### src/rtl/sobel_sim_pkg.sv
// sobel_sim_pkg: shared pixel/gradient types, constants and the Sobel tap helper.
package sobel_sim_pkg;
  typedef logic [7:0] pixel_t;
  typedef logic signed [10:0] grad_t;
  localparam pixel_t PIX_SAT = 8'hFF;
  localparam pixel_t PIX_LO_DEF = 8'h20;
  localparam pixel_t PIX_HI_DEF = 8'hE0;
  function automatic logic [10:0] tap(pixel_t a, pixel_t b, pixel_t c);
    return {3'b0, a} + {2'b0, b, 1'b0} + {3'b0, c};
  endfunction
endpackage

### src/rtl/sobel_sim_if.sv
// sobel_sim_if: debug observation bundle for the Sobel simulation top.
interface sobel_sim_if;
  import sobel_sim_pkg::*;
  pixel_t pixel_in_dbg;
  pixel_t edge_out_dbg;
  logic edge_valid_dbg;
  modport master(output pixel_in_dbg, edge_out_dbg, edge_valid_dbg);
  modport slave(input pixel_in_dbg, edge_out_dbg, edge_valid_dbg);
endinterface

### src/rtl/sobel_kernel3x3.sv
// sobel_kernel3x3: combinational |Gx|+|Gy| over a 3x3 window, saturated to 8 bits.
module sobel_kernel3x3 import sobel_sim_pkg::*; (
  input  pixel_t win [3][3],
  output pixel_t mag
);
  grad_t gx, gy, ax, ay;
  logic [11:0] sum;
  always_comb begin
    gx = grad_t'(tap(win[0][2], win[1][2], win[2][2]) - tap(win[0][0], win[1][0], win[2][0]));
    gy = grad_t'(tap(win[2][0], win[2][1], win[2][2]) - tap(win[0][0], win[0][1], win[0][2]));
    ax = gx[10] ? -gx : gx;
    ay = gy[10] ? -gy : gy;
    sum = {1'b0, ax} + {1'b0, ay};
    mag = |sum[11:8] ? PIX_SAT : sum[7:0];
  end
endmodule

### src/rtl/sobel_sim_top.sv
// sobel_sim_top: quadrant frame generator, two-row line buffer, 3x3 window and Sobel output stage.
// Optional macro SOBEL_THRESH_EN binarizes the magnitude against THRESH.
module sobel_sim_top import sobel_sim_pkg::*; #(
  parameter int IMG_W = 8,
  parameter int IMG_H = 8,
  parameter pixel_t PIX_LO = PIX_LO_DEF,
  parameter pixel_t PIX_HI = PIX_HI_DEF,
  parameter int THRESH = 128
) (
  input logic clk,
  input logic rst,
  sobel_sim_if.master dbg
);
  localparam int XW = $clog2(IMG_W);
  localparam int YW = $clog2(IMG_H);
  logic [XW-1:0] x_q, x_d, px_q, px_d;
  logic [YW-1:0] y_q, y_d, py_q, py_d;
  pixel_t pix_q, pix_d, edge_q, edge_d, mag, res;
  logic wv_q, wv_d, ev_q, ev_d;
  pixel_t win_q [3][3];
  pixel_t win_d [3][3];
  pixel_t lb1_q [IMG_W];
  pixel_t lb2_q [IMG_W];
  sobel_kernel3x3 u_kernel (.win(win_q), .mag(mag));
`ifdef SOBEL_THRESH_EN
  assign res = (mag >= 8'(THRESH)) ? PIX_SAT : '0;
`else
  assign res = mag;
`endif
  // px/py track the coordinate of the pixel currently held in pix_q
  always_comb begin
    x_d = (x_q == XW'(IMG_W - 1)) ? '0 : x_q + 1'b1;
    y_d = (x_q != XW'(IMG_W - 1)) ? y_q : (y_q == YW'(IMG_H - 1)) ? '0 : y_q + 1'b1;
    pix_d = ((x_q >= XW'(IMG_W / 2)) ^ (y_q >= YW'(IMG_H / 2))) ? PIX_HI : PIX_LO;
    px_d = x_q;
    py_d = y_q;
    for (int r = 0; r < 3; r++) begin
      win_d[r][0] = win_q[r][1];
      win_d[r][1] = win_q[r][2];
    end
    win_d[0][2] = lb2_q[px_q];
    win_d[1][2] = lb1_q[px_q];
    win_d[2][2] = pix_q;
    wv_d = (px_q >= XW'(2)) && (py_q >= YW'(2));
    ev_d = wv_q;
    edge_d = wv_q ? res : '0;
  end
  always_ff @(posedge clk or posedge rst) begin
    if (rst) begin
      x_q <= '0;
      y_q <= '0;
      px_q <= '0;
      py_q <= '0;
      pix_q <= '0;
      win_q <= '{default: '0};
      wv_q <= 1'b0;
      ev_q <= 1'b0;
      edge_q <= '0;
    end else begin
      x_q <= x_d;
      y_q <= y_d;
      px_q <= px_d;
      py_q <= py_d;
      pix_q <= pix_d;
      win_q <= win_d;
      wv_q <= wv_d;
      ev_q <= ev_d;
      edge_q <= edge_d;
    end
  end
  // stale rows left over from a previous frame are masked by the validity pipeline
  always_ff @(posedge clk) begin
    lb1_q[px_q] <= pix_q;
    lb2_q[px_q] <= lb1_q[px_q];
  end
  assign dbg.pixel_in_dbg = pix_q;
  assign dbg.edge_out_dbg = edge_q;
  assign dbg.edge_valid_dbg = ev_q;
endmodule

### src/flat_wrapper.sv
// flat-port wrapper written by rule: the top's interface ports become plain ports
module sobel_sim_top_flat import sobel_sim_pkg::*;
#(
  parameter int IMG_W = 8,
  parameter int IMG_H = 8,
  parameter pixel_t PIX_LO = PIX_LO_DEF,
  parameter pixel_t PIX_HI = PIX_HI_DEF,
  parameter int THRESH = 128
)
  (clk, rst, dbg_pixel_in_dbg, dbg_edge_out_dbg, dbg_edge_valid_dbg);
  sobel_sim_if dbg_i ();
  input logic clk;
  input logic rst;
  output wire logic [$bits(dbg_i.pixel_in_dbg)-1:0] dbg_pixel_in_dbg;
  output wire logic [$bits(dbg_i.edge_out_dbg)-1:0] dbg_edge_out_dbg;
  output wire logic [$bits(dbg_i.edge_valid_dbg)-1:0] dbg_edge_valid_dbg;
  assign dbg_pixel_in_dbg = dbg_i.pixel_in_dbg;
  assign dbg_edge_out_dbg = dbg_i.edge_out_dbg;
  assign dbg_edge_valid_dbg = dbg_i.edge_valid_dbg;
  sobel_sim_top #(.IMG_W(IMG_W), .IMG_H(IMG_H), .PIX_LO(PIX_LO), .PIX_HI(PIX_HI), .THRESH(THRESH)) u_core (.clk(clk), .rst(rst), .dbg(dbg_i));
endmodule
### config.mk
export PLATFORM = sky130hd
export DESIGN_NAME = sobel_sim_top_flat
export DESIGN_NICKNAME = d
export VERILOG_FILES = /design/src/rtl/sobel_sim_pkg.sv /design/src/rtl/sobel_sim_if.sv /design/src/rtl/sobel_kernel3x3.sv /design/src/rtl/sobel_sim_top.sv /design/src/flat_wrapper.sv
export SDC_FILE = /design/constraint.sdc
export NUM_CORES = 1
export LEC_CHECK = 0
export ABC_AREA = 1
export CAP_MARGIN = 20
export CORE_MARGIN = 4
export CORE_UTILIZATION = 45
export DETAILED_ROUTE_END_ITERATION = 10
export DONT_BUFFER_PORTS = 1
export PLACE_DENSITY = 0.62
export SLEW_MARGIN = 40
export SYNTH_ARGS = -nofsm -noshare
export SYNTH_HDL_FRONTEND = slang
export SYNTH_SLANG_ARGS = --single-unit
### constraint.sdc
create_clock -name clk -period 4.6 [get_ports clk]
set_input_delay 0.46 -clock clk [delete_from_list [all_inputs] [get_ports clk]]
set_output_delay 0.46 -clock clk [all_outputs]
set_load 0.03 [all_outputs]
# Word level (Yosys, flattened, before mapping)
# Memory sizes are Yosys's and may differ from the RTL's. A register that Yosys moved wholly into a read port is not among the register bits.
# Cells that the tools add are included.
# totals
elab_cells	50
ff_bits	94
output_inout_bits	17
ram_bits	128
inputBits	2
memories	2
# op_classes
magnitude_cmp	4
n_reduce_logical	2
n_eq_ne	3
bitwise	1
muxes	7
addsub	15
# mem_list
name	depth	width	read_ports	rd_clocked_by_memory_dff	write_ports	line	text
u_core.lb1_q	8	8	1	0	1	sobel_sim_top.sv:22	pixel_t lb1_q [IMG_W];
u_core.lb2_q	8	8	1	1	1	sobel_sim_top.sv:23	pixel_t lb2_q [IMG_W];
# ops
op	count
$add 8x9->10	4
$add 10x8->11	3
$mux 8	3
$mux 11	2
$neg 11->11	2
$sub 11x11->11	2
$add 11x11->12	1
$add 11x8->11	1
$add 3x1->3 const B	2
$eq 3x3->1 const B	2
$ge 3x2->1 const B	2
$ge 3x3->1 const B	2
$mux 3	2
$reduce_or 4->1	1
$ne 3x3->1 const B	1
$logic_and 1x1->1	1
$xor 1x1->1	1

# Depth between registers and ports, before layout
# Gate-level depths: netlist (run 1).
# depth
ltp_word	9
depth_mapped	25
mapped_depth_nobuf	25

# By module
# A second synthesis (run 1) with hierarchy kept.
# hier_totals
hier_cells	756
area_unflattened_um2	6338.6
# by_module_without_submodules
mod	seq_area_each_um2	n_inst	cells_each	area_each_um2
sobel_kernel3x3	0.0	1	542	3708.6
sobel_sim_top	1986.9	1	214	2630.0

# Least setup slack after synthesis (run 1)
# No wires, ideal clock.
# synth_timing
path_type	flip-flop to flip-flop
startpoint	reg, netlist name u_core.win_d[62]
endpoint	reg u_core.edge_q[5] (netlist: u_core.dbg.edge_out_dbg[5])
required_time_ps	4480
path_slack_ps	392
setup_time_ps	120
arrival_time_ps	4088
n_path_buf	0
path_stages_with_launch	24
synth_period_minus_slack_ps	4208
cell_sequence	dfrtp_1 -> ha_1 -> inv_1 -> fa_1 -> inv_1 -> fa_1 -> inv_1 -> fa_1 -> inv_1 -> ha_1 -> nand2_1 -> nand2_2 -> nand2_2 -> nand3_2 -> nand2_2 -> nand2_4 -> nand2_1 -> o21ai_1 -> fa_1 -> or2_0 -> o21ai_0 -> nand2_1 -> nand2_1 -> nand2_1
# synth_between
elab_chain_cells	9
elab_cells_between_ends	13
classes_between	add/sub (8); mux (4); reduce/logical (1)
# synth_rtl
element	line	text
$add 8x9->10	sobel_sim_pkg.sv:9	return {3'b0, a} + {2'b0, b, 1'b0} + {3'b0, c};
$add 11x8->11	sobel_sim_pkg.sv:9	
$sub 11x11->11	sobel_kernel3x3.sv:9	gx = grad_t'(tap(win[0][2], win[1][2], win[2][2]) - tap(win[0][0], win[1][0], win[2][0]));
$neg 11->11	sobel_kernel3x3.sv:11	ax = gx[10] ? -gx : gx;
$mux 11	sobel_kernel3x3.sv:11	
$add 11x11->12 (*)	sobel_kernel3x3.sv:13	sum = {1'b0, ax} + {1'b0, ay};
$reduce_or 4->1	sobel_kernel3x3.sv:14	mag = |sum[11:8] ? PIX_SAT : sum[7:0];
$mux 8 (*)	sobel_kernel3x3.sv:14	
$mux 8 (*)	sobel_sim_top.sv:46	edge_d = wv_q ? res : '0;
net u_core.edge_d[5]	sobel_sim_top.sv:18	pixel_t pix_q, pix_d, edge_q, edge_d, mag, res;
to (signal assigned)	sobel_sim_top.sv:68	edge_q <= edge_d;
to (decl)	sobel_sim_top.sv:18	
# Mark *: on every way through the listed nets, which the timed path passes. The rest lies on a longest branch.
# A chain may end at the register's enable or synchronous reset.

# Worst setup path in the final report (run 1)
# layout_timing
startpoint	reg, netlist name u_core.win_d[62]
endpoint	reg u_core.edge_q[5] (netlist: u_core.dbg.edge_out_dbg[5])
# layout_between
elab_chain_cells	9
elab_cells_between_ends	13
classes_between	add/sub (8); mux (4); reduce/logical (1)
# layout_rtl
element	line
$add 8x9->10	sobel_sim_pkg.sv:9
$add 11x8->11	sobel_sim_pkg.sv:9
$sub 11x11->11	sobel_kernel3x3.sv:9
$neg 11->11	sobel_kernel3x3.sv:11
$mux 11	sobel_kernel3x3.sv:11
$add 11x11->12 (*)	sobel_kernel3x3.sv:13
$reduce_or 4->1	sobel_kernel3x3.sv:14
$mux 8 (*)	sobel_kernel3x3.sv:14
$mux 8 (*)	sobel_sim_top.sv:46
net u_core.edge_d[5]	sobel_sim_top.sv:18
# Marks and branches as above.

==> results of run 1 <==
-- layout make-up --
class	instances	area share, %
clock inverters	6	2.062
repair buffers	3	0.5378
clock buffers	10	3.047
well taps	105	3.137
flip-flops and latches	69	45.06
multi-input cells	222	38.90
inverters	81	7.260
-- registers in the layout, indices dropped and copies added (netlist names) --
| register | count |
|---|---|
| u_core.dbg.pixel_in_dbg | 2 |
| u_core.win_d | 12 |
| u_core.lb1_q | 16 |
| u_core.lb2_q | 16 |
| u_core.px_d | 3 |
| u_core.dbg.edge_valid_dbg | 1 |
| u_core.ev_d | 1 |
| u_core.py_q | 2 |
| u_core.px_q | 3 |
| u_core.dbg.edge_out_dbg | 4 |
| u_core.win_q | 6 |
| u_core.py_d | 3 |
-- cells in the mapped netlist (all sizes together) --
| library cell | instances |
|---|---|
| nand3 | 29 |
| fa | 20 |
| or2 | 2 |
| ha | 32 |
| edfxtp | 32 |
| a21oi | 9 |
| o211ai | 1 |
| inv | 80 |
| clkinv | 1 |
| conb | 2 |
| nand2 | 76 |
| nor3 | 1 |
| a211oi | 3 |
| mux2 | 2 |
| dfrtp | 37 |
| nand4 | 8 |
| xor2 | 4 |
| xnor2 | 2 |
| a22oi | 2 |
| o21bai | 1 |
| o21ai | 4 |
| nor2 | 20 |
| buf | 12 |
-- layout by cell type, fill, tap and decap left out, drive strengths merged --
master,Yosys,routed
bufinv,0,2
edfxtp,32,32
nand4,8,8
nand3,29,29
o211ai,1,1
ha,32,32
clkbuf,0,10
nand2,76,76
a22oi,2,2
a211oi,3,3
fa,20,20
o21bai,1,1
nor3,1,1
nor2,20,20
mux2,2,2
conb,2,6
a21oi,9,9
dfrtp,37,37
or2,2,2
xor2,4,4
xnor2,2,2
buf,12,3
clkinv,1,4
inv,80,81
o21ai,4,4
-- layer usage --
metal	vias up	wire [um]
li1	1195	-
met1	1151	2721
met2	33	3138
met3	6	194
met4	0	54
met5	-	0
-- repair_timing --
| item | 4_1_cts | 5_1_grt |
|---|---|---|
| endpoints found under the setup margin | 0 | 4 |
| gates resized for setup | 0 | 6 |
| setup buffers | 0 | 1 |
-- cells by family after synthesis --
kind of cell / share of synthesized area, %
simple gates: 15.58
buf+inv: 10.14
flops: 48.54
fa+ha+maj: 20.60
compound gates: 3.025
xor+xnor: 1.352
other cells: 0.1932
mux: 0.5793
-- power by group --
group          internal [uW]  switching [uW]  leakage [uW]
clock                    306             225      0.000108
sequential               652            16.6      0.000733
combinational           64.4             128       0.00119
-- stage by stage --
stage	util, %	area, sq um	cells	TNS [ps]
after floorplan	-	3902	384	0
after CTS	50.28	4173	495	0
after detailed placement	47.70	3959	479	0
after global placement	47.70	3959	479	0
final	50.46	4188	496	0
after global routing	50.46	4188	496	-16.66
-- worst paths after layout --
path | start | end | slack [ps] | cells past startpoint
max in group asynchronous | rst | u_core.dbg.edge_valid_dbg | 4130 | 2
hold / removal | rst | u_core.py_d[0] | 120 | 2
hold reg to reg | u_core.win_d[46] | u_core.win_q[46] | 350 | 0
setup reg to reg | u_core.win_d[62] | u_core.dbg.edge_out_dbg[5] | 300 | 22
setup / recovery | u_core.win_d[62] | u_core.dbg.edge_out_dbg[5] | 300 | 22
min in group clk | u_core.win_d[46] | u_core.win_q[46] | 350 | 0
-- critical path: cells and delay by family, from the launching register on --
kind            cells  cell delay, ps
fa+ha+maj           6            2370
simple gates       10             970
flops               1             380
compound gates      2             270
buf+inv             4             190
==> Flow_metrics.wiki, run 1 <==
{| class="wikitable"
! Metric !! Value
|-
| Cell Rows || 33
|-
| Leak pwr || 0.002027 uW
|-
| Post-route worst hold slack || around 120 ps
|-
| Area added between synthesis and finish || 7.725%
|-
| IR Drop Worst-Case VDD || 0.2026 mV
|-
| Cell repeated most along the worst path || nand2_1
|-
| Pwr/cell area || around 330 nW/um^2
|-
| Synth Instances || 380
|-
| Endpoints failing setup || 0
|-
| Peak-usage layer in the global routing report || met2
|-
| Net total in the final layout || 440
|-
| Number of buffers created by CTS || 9
|-
| Type of destination of the critical path || register
|-
| Setup Crit Path Kind || register to register
|-
| Count of buffers from port buffering || 0
|-
| Remaining global-route overflow || 0
|-
| Critical Path Source Type || register
|-
| Leading post-synthesis cells by cell area || edfxtp_1 25%, dfrtp_1 24%, fa_1 10%
|-
| Count of max-cap constraint violations || 0
|-
| CTS max path bufs || 2
|-
| Final Worst Setup Slack || ~300 ps
|-
| Total Wirelength || ~6000 um
|-
| Detailed-placement wirelength estimate || roughly 4600 um
|-
| Clock transition time at the flip-flop clock pins of the worst setup and hold paths || roughly 70 ps
|-
| Post-detailed-route DRC marker count || 0
|-
| Number of antenna cells inserted || 0
|-
| Status || completed
|-
| Via count of the first global-routing pass || roughly 2400
|-
| FILL cells || about 740
|-
| Hold-fix buffers, CTS || 0
|-
| Power consumption || roughly 1400 uW
|-
| Sequential-to-total area share from yosys stat || between 40% and 50%
|-
| Number of optimization iterations in the first detailed-route pass || 4
|-
| Area of the core || approximately 8300 sq um
|-
| Post-layout min period || 4303 ps
|-
| HP Class || input pin to async pin
|-
| Critical-path top delay cell || fa_1
|-
| CP cell instances || ha_1 > inv_1 > fa_1 > inv_1 > fa_1 > inv_1 > fa_1 > inv_1 > ha_2 > nand2_1 > nor2_1 > nand2_1 > nand4_1 > nand2_4 > nand2_1 > o21ai_1 > fa_2 > or2_0 > o21ai_1 > nand2_1 > nand2_1 > nand2_1
|-
| Iter 0 DRT Violations || 53
|-
| CTS tree || done
|-
| GRT Overall Usage || between 10% and 20%
|-
| Mapped cell area || 3887 sq um
|-
| Starting density of the core || between 40% and 50%
|-
| X dimension of the die || about 100 um
|-
| Number of sinks driven by the clock tree || 69
|-
| Worst slack after detailed placement || about 100 ps
|-
| Met3 Usage GRT || about 4.5%
|-
| Number of antenna violations at the first check in global routing || 0
|-
| Worst skew pair latency || between 300 and 400 ps
|-
| Maximum number of pins on one net before global-route repair || 38
|-
| H-tree depth || 3
|-
| Data required time at the worst endpoint || approximately 4800 ps
|-
| Max incr delay on CP || about 490 ps
|-
| Footprint of the multi-input gates || 1629 sq um
|-
| Post-synthesis area per instance || a little over 10 sq um
|-
| Slew @ Worst Pin || slightly above 800 ps
|-
| Number of distinct library cell variants in the gate-level netlist after synthesis || 30
|-
| Area of the die || a little over 10000 sq um
|-
| GP Congestion || about 0.8
|-
| Cell chosen for the clock root || clkbuf_8
|-
| Via count || between 2000 and 2500
|-
| Final cycle utilization of the critical path || just over 90%
|-
| Highest net fanout along the worst path || 7
|-
| First-pass GRT wire length || 10810 um
|-
| Top cell type by total area after synthesis || edfxtp_1
|-
| Fraction of final layout cells sized beyond drive strength 1 || ~10%
|-
| Met1 routing resource usage after global routing || 15.89%
|-
| Number of top-level design ports || 19
|-
| Height of the die || 100.9 um
|-
| Data arrival time of the worst path || 4530 ps
|-
| DR WL/cell || 12.32 um
|-
| Final max-slew violation count || 0
|-
| GR Layer Usage met2 || roughly a quarter
|-
| Maximum frequency from static timing analysis || roughly 230 MHz
|-
| Register area || between 1500 and 2000 sq um
|-
| Average vias per placed instance || ~4.8
|-
| Worst setup skew after layout || just under 8 ps
|-
| Worst slew slack as a fraction of its limit || between 40% and 50%
|-
| Count of state elements after synthesis || slightly below 70
|-
| Count of nets left with antenna violations after detail routing || 0
|-
| Number of hold violations in the final report || 0
|-
| Fraction of synthesized cell area taken by the top area cell type || about a quarter
|-
| Number of warning messages in the yosys log || 0
|}
No activity file was read; power rests on OpenSTA's default activity.
==> inputs of run 2 (changes only) <==
--- a/config.mk
+++ b/config.mk
@@ -11,6 +11,7 @@
 export CORE_UTILIZATION = 45
 export DETAILED_ROUTE_END_ITERATION = 10
 export DONT_BUFFER_PORTS = 1
+export HOLD_SLACK_MARGIN = 0.02
 export PLACE_DENSITY = 0.62
 export SLEW_MARGIN = 40
 export SYNTH_ARGS = -nofsm -noshare
==> constraint.sdc (replaced) <==
create_clock -name clk -period 4.6 [get_ports clk]
set_input_delay 0.23 -clock clk [delete_from_list [all_inputs] [get_ports clk]]
set_output_delay 0.23 -clock clk [all_outputs]
set_load 0.03 [all_outputs]
==> run 2 against run 1 <==
Effect of this change: power is essentially flat; clock-buffer cell count is the same; sequential power is essentially flat; setup slack hardly changed; via count about the same; clock power hardly changed.
==> Flow_metrics.wiki, run 2 (synthesis gave the netlist of run 1 again) <==
{| class="wikitable"
! Metric !! Value
|-
| Status || completed (unchanged)
|-
| First-pass GRT wire length || 10860 um (was 10810 um)
|-
| Number of sinks driven by the clock tree || 69 (unchanged)
|-
| Slew @ Worst Pin || 810.5 ps (about the same)
|-
| Area added between synthesis and finish || 7.982% (was 7.725%)
|-
| H-tree depth || 3 (unchanged)
|-
| Number of hold violations in the final report || 0 (unchanged)
|-
| Average vias per placed instance || 4.803 (was 4.808)
|-
| Number of top-level design ports || 19 (unchanged)
|-
| Remaining global-route overflow || 0 (unchanged)
|-
| Detailed-placement wirelength estimate || 4625 um (unchanged)
|-
| Number of buffers created by CTS || 9 (unchanged)
|-
| Starting density of the core || 46.84% (unchanged)
|-
| Clock transition time at the flip-flop clock pins of the worst setup and hold paths || 70 ps (about the same)
|-
| Net total in the final layout || 441 (was 440)
|-
| Worst skew pair latency || 340 ps (about the same)
|-
| Number of optimization iterations in the first detailed-route pass || 4 (unchanged)
|-
| Data arrival time of the worst path || 4530 ps (about the same)
|-
| IR Drop Worst-Case VDD || 0.2030 mV (was 0.2026 mV)
|-
| Endpoints failing setup || 0 (unchanged)
|-
| Maximum number of pins on one net before global-route repair || 38 (unchanged)
|-
| DR WL/cell || 12.31 um (was 12.32 um)
|-
| Highest net fanout along the worst path || 7 (unchanged)
|-
| Worst slew slack as a fraction of its limit || 45.97% (about the same)
|-
| Type of destination of the critical path || register (unchanged)
|-
| Launch point of the critical path || u_core.win_d[62] (unchanged)
|-
| Pwr/cell area || 331.7 nW/um^2 (was 332.3 nW/um^2)
|-
| Area of the core || 8299 sq um (unchanged)
|-
| Worst setup skew after layout || 7.921 ps (about the same)
|-
| Setup Crit Path Kind || register to register (unchanged)
|-
| Iter 0 DRT Violations || 55 (was 53)
|-
| Power consumption || 1392 uW (was 1391 uW)
|-
| Data required time at the worst endpoint || 4830 ps (about the same)
|-
| GRT Overall Usage || 13.78% (was 13.74%)
|-
| Via count || 2387 (was 2385)
|-
| Final cycle utilization of the critical path || 93.54% (about the same)
|-
| Fraction of final layout cells sized beyond drive strength 1 || 9.949% (was 9.974%)
|-
| Number of antenna violations at the first check in global routing || 0 (unchanged)
|-
| Count of nets left with antenna violations after detail routing || 0 (unchanged)
|-
| Cell Rows || 33 (unchanged)
|-
| Area of the die || 10190 sq um (unchanged)
|-
| Cell chosen for the clock root || clkbuf_8 (unchanged)
|-
| Commonest cells after routing, fill and taps aside || 73 x inv_1, 68 x nand2_1, 37 x dfrtp_1 (unchanged)
|-
| Count of buffers from port buffering || 0 (unchanged)
|-
| Most common cell after layout, fill and taps aside || inv_1 (unchanged)
|-
| Total Wirelength || 6117 um (was 6109 um)
|-
| Launching point of the worst reg2reg path || u_core.win_d[62] (unchanged)
|-
| Total cell area at the placement stage || 3959 sq um (unchanged)
|-
| CTS max path bufs || 2 (unchanged)
|-
| Worst hold path startpoint || u_core.win_d[46]
|-
| Final max-slew violation count || 0 (unchanged)
|-
| CTS tree || done (unchanged)
|-
| Critical Path Source Type || register (unchanged)
|-
| Height of the die || 100.9 um (unchanged)
|-
| Post-detailed-route DRC marker count || 0 (unchanged)
|-
| X dimension of the die || 100.9 um (unchanged)
|-
| Leak pwr || 0.002031 uW (was 0.002027 uW)
|-
| Via count of the first global-routing pass || 2443 (was 2430)
|-
| Number of antenna cells inserted || 0 (unchanged)
|-
| GP Congestion || 0.7898 (unchanged)
|-
| Maximum frequency from static timing analysis || 232.4 MHz (unchanged)
|-
| Post-route worst hold slack || 349.3 ps (was 120.7 ps)
|-
| Count of max-cap constraint violations || 0 (unchanged)
|-
| Post-route cell area || 4198 sq um (was 4188 sq um)
|-
| HP Class || register to register (was input pin to async pin)
|-
| Post-layout min period || 4303 ps (about the same)
|}
==> run 2: cell types whose count changed in the layout (fill, tap and decap cells not counted) <==
cell           change
dlygate4sd3_1      +1
==> run 2: timing repair <==
action,4_1_cts,5_1_grt
endpoints found under the hold margin,37,0
resized for setup,0,6
hold buffers,1,0
setup endpoints to repair,0,4
buffers inserted,0,1
==> run 2: worst max-delay path, stage by stage (launching register included) <==
cell and delay, ps:
dfrtp_1 380, ha_1 150, inv_1 50, fa_1 480
inv_1 50, fa_1 470, inv_1 50, fa_1 490
inv_1 40, ha_2 360, nand2_1 60, nor2_1 100
nand2_1 100, nand4_1 130, nand2_4 80, nand2_1 50
o21ai_1 120, fa_2 420, or2_0 220, o21ai_1 150
nand2_1 80, nand2_1 90, nand2_1 60
==> run 2: worst paths after layout <==
| check | endpoint | slack (ps) | cells after the start |
|---|---|---|---|
| worst min-delay path | u_core.win_q[46] | 350 | 0 |
| worst min register to register | u_core.win_q[46] | 350 | 0 |
| worst max-delay path | u_core.dbg.edge_out_dbg[5] | 300 | 22 |
| max in group asynchronous | u_core.dbg.edge_valid_dbg | 3810 | 3 |
| min in group asynchronous | u_core.py_d[0] | 450 | 3 |
| worst max register to register | u_core.dbg.edge_out_dbg[5] | 300 | 22 |
==> run 2: per-stage QoR <==
step | TNS, ps | setup WS [ps] | instances | util [%]
after floorplan | 0 | 392.2 | 384 | -
after global placement | 0 | 235.8 | 479 | 47.70
after detailed placement | 0 | 101.3 | 479 | 47.70
after CTS | 0 | 71.54 | 496 | 50.40
after global routing | -16.66 | -16.66 | 497 | 50.58
final | 0 | 297.1 | 497 | 50.58
==> run 2: routing by layer <==
| layer | up-vias | wire (um) | global-route usage, % |
|---|---|---|---|
| met5 | - | 0 | 0 |
| met3 | 6 | 194 | 4.498 |
| met4 | 0 | 54 | 4.397 |
| met2 | 33 | 3136 | 24.20 |
| li1 | 1197 | - | - |
| met1 | 1151 | 2731 | 15.89 |
==> run 2: power breakdown <==
part           internal, uW  switching [uW]  total (uW)
logic                  64.9             128         193
clock network           306             226         531
registers               652            16.6         668
==> run 2: area by class of cell <==
class / count / area (sq um)
Clock inverter: 6 / 86.33
Fill cell: 737 / 4101
Multi-Input combinational cell: 222 / 1629
Inverter: 81 / 304.0
Tap cell: 105 / 131.4
Sequential cell: 69 / 1887
Clock buffer: 10 / 127.6
Timing Repair Buffer: 4 / 32.53
==> inputs of run 3 (changes only) <==
--- a/config.mk
+++ b/config.mk
@@ -7,7 +7,6 @@
 export LEC_CHECK = 0
 export ABC_AREA = 1
 export CAP_MARGIN = 20
-export CORE_MARGIN = 4
 export CORE_UTILIZATION = 45
 export DETAILED_ROUTE_END_ITERATION = 10
 export DONT_BUFFER_PORTS = 1
==> run 3 against run 2 <==
Effect of this change: critical path depth unchanged; clock skew up 6.8 ps; setup slack better by 3.5 ps; register-to-register slack about the same; clock power is 11% lower; core utilization grew 0.090 points; clock-buffer cell count rose by 1; non-clock buffer count up 2; cell count increased by 0.40%; sequential share of layout area decreased by 0.080 points; largest cell class unchanged.
==> Flow_metrics.wiki, run 3 (synthesis gave the netlist of run 1 again) <==
{| class="wikitable"
! Metric !! Value
|-
| Number of buffers created by CTS || 9 (unchanged)
|-
| Average vias per placed instance || 4.806 (was 4.803)
|-
| Combinational share of power || 14.8% (was 13.9%)
|-
| Crit. path cell count || 22 (unchanged)
|-
| Count of max-cap constraint violations || 0 (unchanged)
|-
| Leak pwr || 0.002032 uW (was 0.002031 uW)
|-
| DR WL/cell || 12.59 um (was 12.31 um)
|-
| Via count of the first global-routing pass || 2514 (was 2443)
|-
| Via count || 2398 (was 2387)
|-
| Critical-path top delay cell || fa_1 (unchanged)
|-
| Post-route cell area || 4205 sq um (was 4198 sq um)
|-
| Area of the core || 8299 sq um (unchanged)
|-
| Area added between synthesis and finish || 8.175% (was 7.982%)
|-
| Net total in the final layout || 443 (was 441)
|-
| Setup tns final || 0 ps (unchanged)
|-
| Slack of the worst reg-to-reg path || 300 ps (about the same)
|-
| Count of buffers from port buffering || 0 (unchanged)
|-
| Status || completed (unchanged)
|-
| Commonest cells after routing, fill and taps aside || 71 x inv_1, 68 x nand2_1, 37 x dfrtp_1 (was 73 x inv_1, 68 x nand2_1, 37 x dfrtp_1)
|-
| CP cell instances || ha_1 > inv_1 > fa_1 > inv_1 > fa_1 > inv_1 > fa_1 > inv_1 > ha_4 > nand2_1 > nor2_1 > nand2_1 > nand4_1 > nand2_4 > nand2_1 > o21ai_1 > fa_2 > or2_0 > o21ai_1 > nand2_1 > nand2_1 > nand2_1 (was ha_1 > inv_1 > fa_1 > inv_1 > fa_1 > inv_1 > fa_1 > inv_1 > ha_2 > nand2_1 > nor2_1 > nand2_1 > nand4_1 > nand2_4 > nand2_1 > o21ai_1 > fa_2 > or2_0 > o21ai_1 > nand2_1 > nand2_1 > nand2_1)
|-
| Number of antenna cells inserted || 0 (unchanged)
|-
| Final cycle utilization of the critical path || 93.47% (was 93.54%)
|-
| CTS max path bufs || 2 (unchanged)
|-
| Cell chosen for the clock root || clkbuf_8 (unchanged)
|-
| Worst slew slack as a fraction of its limit || 45.13% (was 45.97%)
|-
| Worst skew pair latency || 350 ps (was 340 ps)
|-
| Number of sinks driven by the clock tree || 69 (unchanged)
|-
| IR Drop Worst-Case VDD || 0.2449 mV (was 0.2030 mV)
|-
| Worst path bufs/invs || 4 (unchanged)
|-
| Total cell area at the placement stage || 3959 sq um (unchanged)
|-
| Count of nets left with antenna violations after detail routing || 0 (unchanged)
|-
| Post-Place Cells || 479 (unchanged)
|-
| Height of the die || 94.95 um (was 100.9 um)
|-
| GRT Overall Usage || 16.52% (was 13.78%)
|-
| Fraction of power spent switching nets || 28.70% (was 26.60%)
|-
| Number of cells traversed by the worst hold path || 0 (unchanged)
|-
| Crit path max-delay family || adder cells (unchanged)
|-
| Cell Rows || 33 (unchanged)
|-
| Post-route non-filler standard cell count || 499 (was 497)
|-
| Number of top-level design ports || 19 (unchanged)
|-
| Most common cell after layout, fill and taps aside || inv_1 (unchanged)
|-
| Clock transition time at the flip-flop clock pins of the worst setup and hold paths || 80 ps (was 70 ps)
|-
| Unrepaired setup endpoints after global routing || false
|-
| Highest net fanout along the worst path || 7 (unchanged)
|-
| Register share of total power || 50.0% (was 48.0%)
|-
| Number of optimization iterations in the first detailed-route pass || 4 (unchanged)
|-
| Remaining global-route overflow || 0 (unchanged)
|-
| HP Class || register to register (unchanged)
|-
| R2R depth || 22 (unchanged)
|-
| Area of the die || 9015 sq um (was 10190 sq um)
|-
| Pwr/cell area || 317.6 nW/um^2 (was 331.7 nW/um^2)
|-
| Data required time at the worst endpoint || 4820 ps (was 4830 ps)
|-
| Total Wirelength || 6281 um (was 6117 um)
|-
| X dimension of the die || 94.95 um (was 100.9 um)
|-
| Final max-slew violation count || 0 (unchanged)
|-
| Register area || 1887 sq um (unchanged)
|-
| Setup Crit Path Kind || register to register (unchanged)
|-
| Critical Path Source Type || register (unchanged)
|-
| Number of hold violations in the final report || 0 (unchanged)
|-
| H-tree depth || 3 (unchanged)
|-
| CTS tree || done (unchanged)
|-
| Endpoints failing setup || 0 (unchanged)
|-
| Iter 0 DRT Violations || 65 (was 55)
|-
| Worst setup skew after layout || 14.69 ps (was 7.921 ps)
|-
| Post-detailed-route DRC marker count || 0 (unchanged)
|-
| Data arrival time of the worst path || 4520 ps (was 4530 ps)
|-
| Max incr delay on CP || 490 ps (about the same)
|-
| First-pass GRT wire length || 10950 um (was 10860 um)
|-
| Slew @ Worst Pin || 823.0 ps (was 810.5 ps)
|-
| Type of destination of the critical path || register (unchanged)
|-
| Maximum frequency from static timing analysis || 232.6 MHz (was 232.4 MHz)
|-
| FILL cells || 727 (was 737)
|-
| GP Congestion || 0.8357 (was 0.7898)
|-
| Clock power frac || 35.2% (was 38.1%)
|-
| Maximum number of pins on one net before global-route repair || 38 (unchanged)
|-
| Starting density of the core || 46.84% (unchanged)
|-
| Fraction of final layout cells sized beyond drive strength 1 || 11.17% (was 9.949%)
|-
| Sw power || 383.3 uW (was 370.3 uW)
|-
| Footprint of the multi-input gates || 1642 sq um (was 1629 sq um)
|-
| Post-layout min period || 4299 ps (was 4303 ps)
|-
| Detailed-placement wirelength estimate || 4789 um (was 4625 um)
|-
| Internal power component || 952.3 uW (was 1022 uW)
|-
| Cell repeated most along the worst path || nand2_1 (unchanged)
|-
| Number of antenna violations at the first check in global routing || 0 (unchanged)
|}
==> run 3: final cells by class <==
cell class	count	share of cell area [%]
Clock inverter	5	0.9819
Sequential cell	69	44.87
Inverter	81	7.230
Tap cell	105	3.124
Timing Repair Buffer	6	1.131
Clock buffer	11	3.630
Multi-Input combinational cell	222	39.04
==> run 3: what timing repair did <==
| item | CTS | global route |
|---|---|---|
| hold buffers | 1 | 0 |
| setup endpoints to repair | 0 | 4 |
| hold endpoints to repair | 37 | 0 |
| resized for setup | 0 | 9 |
| buffers inserted | 0 | 3 |
==> run 3: stage by stage <==
stage / power [uW] / utilization [%] / hold WS, ps / worst slack (ps)
after detailed placement: 874.3 / 47.70 / 272.9 / 100.1
after floorplan: 855.6 / - / 331.2 / 392.2
after global routing: 1409 / 50.67 / 346.8 / 17.45
after CTS: 1344 / 50.16 / 346.5 / 103.1
final: 1336 / 50.67 / 340.4 / 300.6
after global placement: 867.6 / 47.70 / 264.4 / 225.1
==> run 3: final timing paths <==
kind / start / end
hold reg to reg: u_core.win_d[46] / u_core.win_q[46]
max in group asynchronous: rst / u_core.dbg.edge_out_dbg[4]
min in group asynchronous: rst / u_core.py_d[1]
setup reg to reg: u_core.win_d[62] / u_core.dbg.edge_out_dbg[6]
hold / removal: u_core.win_d[46] / u_core.win_q[46]
setup / recovery: u_core.win_d[62] / u_core.dbg.edge_out_dbg[6]
==> run 3: layer usage <==
metal  vias up  GRT usage [%]  share of wire (%)
li1       1201              -                  -
met1      1146          17.89                 43
met2        43          29.98                 53
met3         8          5.153                3.6
met4         0          6.187                1.3
met5         -              0                  0
==> run 3: power by group through the flow <==
stage	Combinational (uW)	Clock [uW]	Sequential, uW
after floorplan	169	0	686
after global placement	187	0	681
after detailed placement	193	0	681
after CTS	194	481	668
after global routing	231	507	670
final	197	470	668
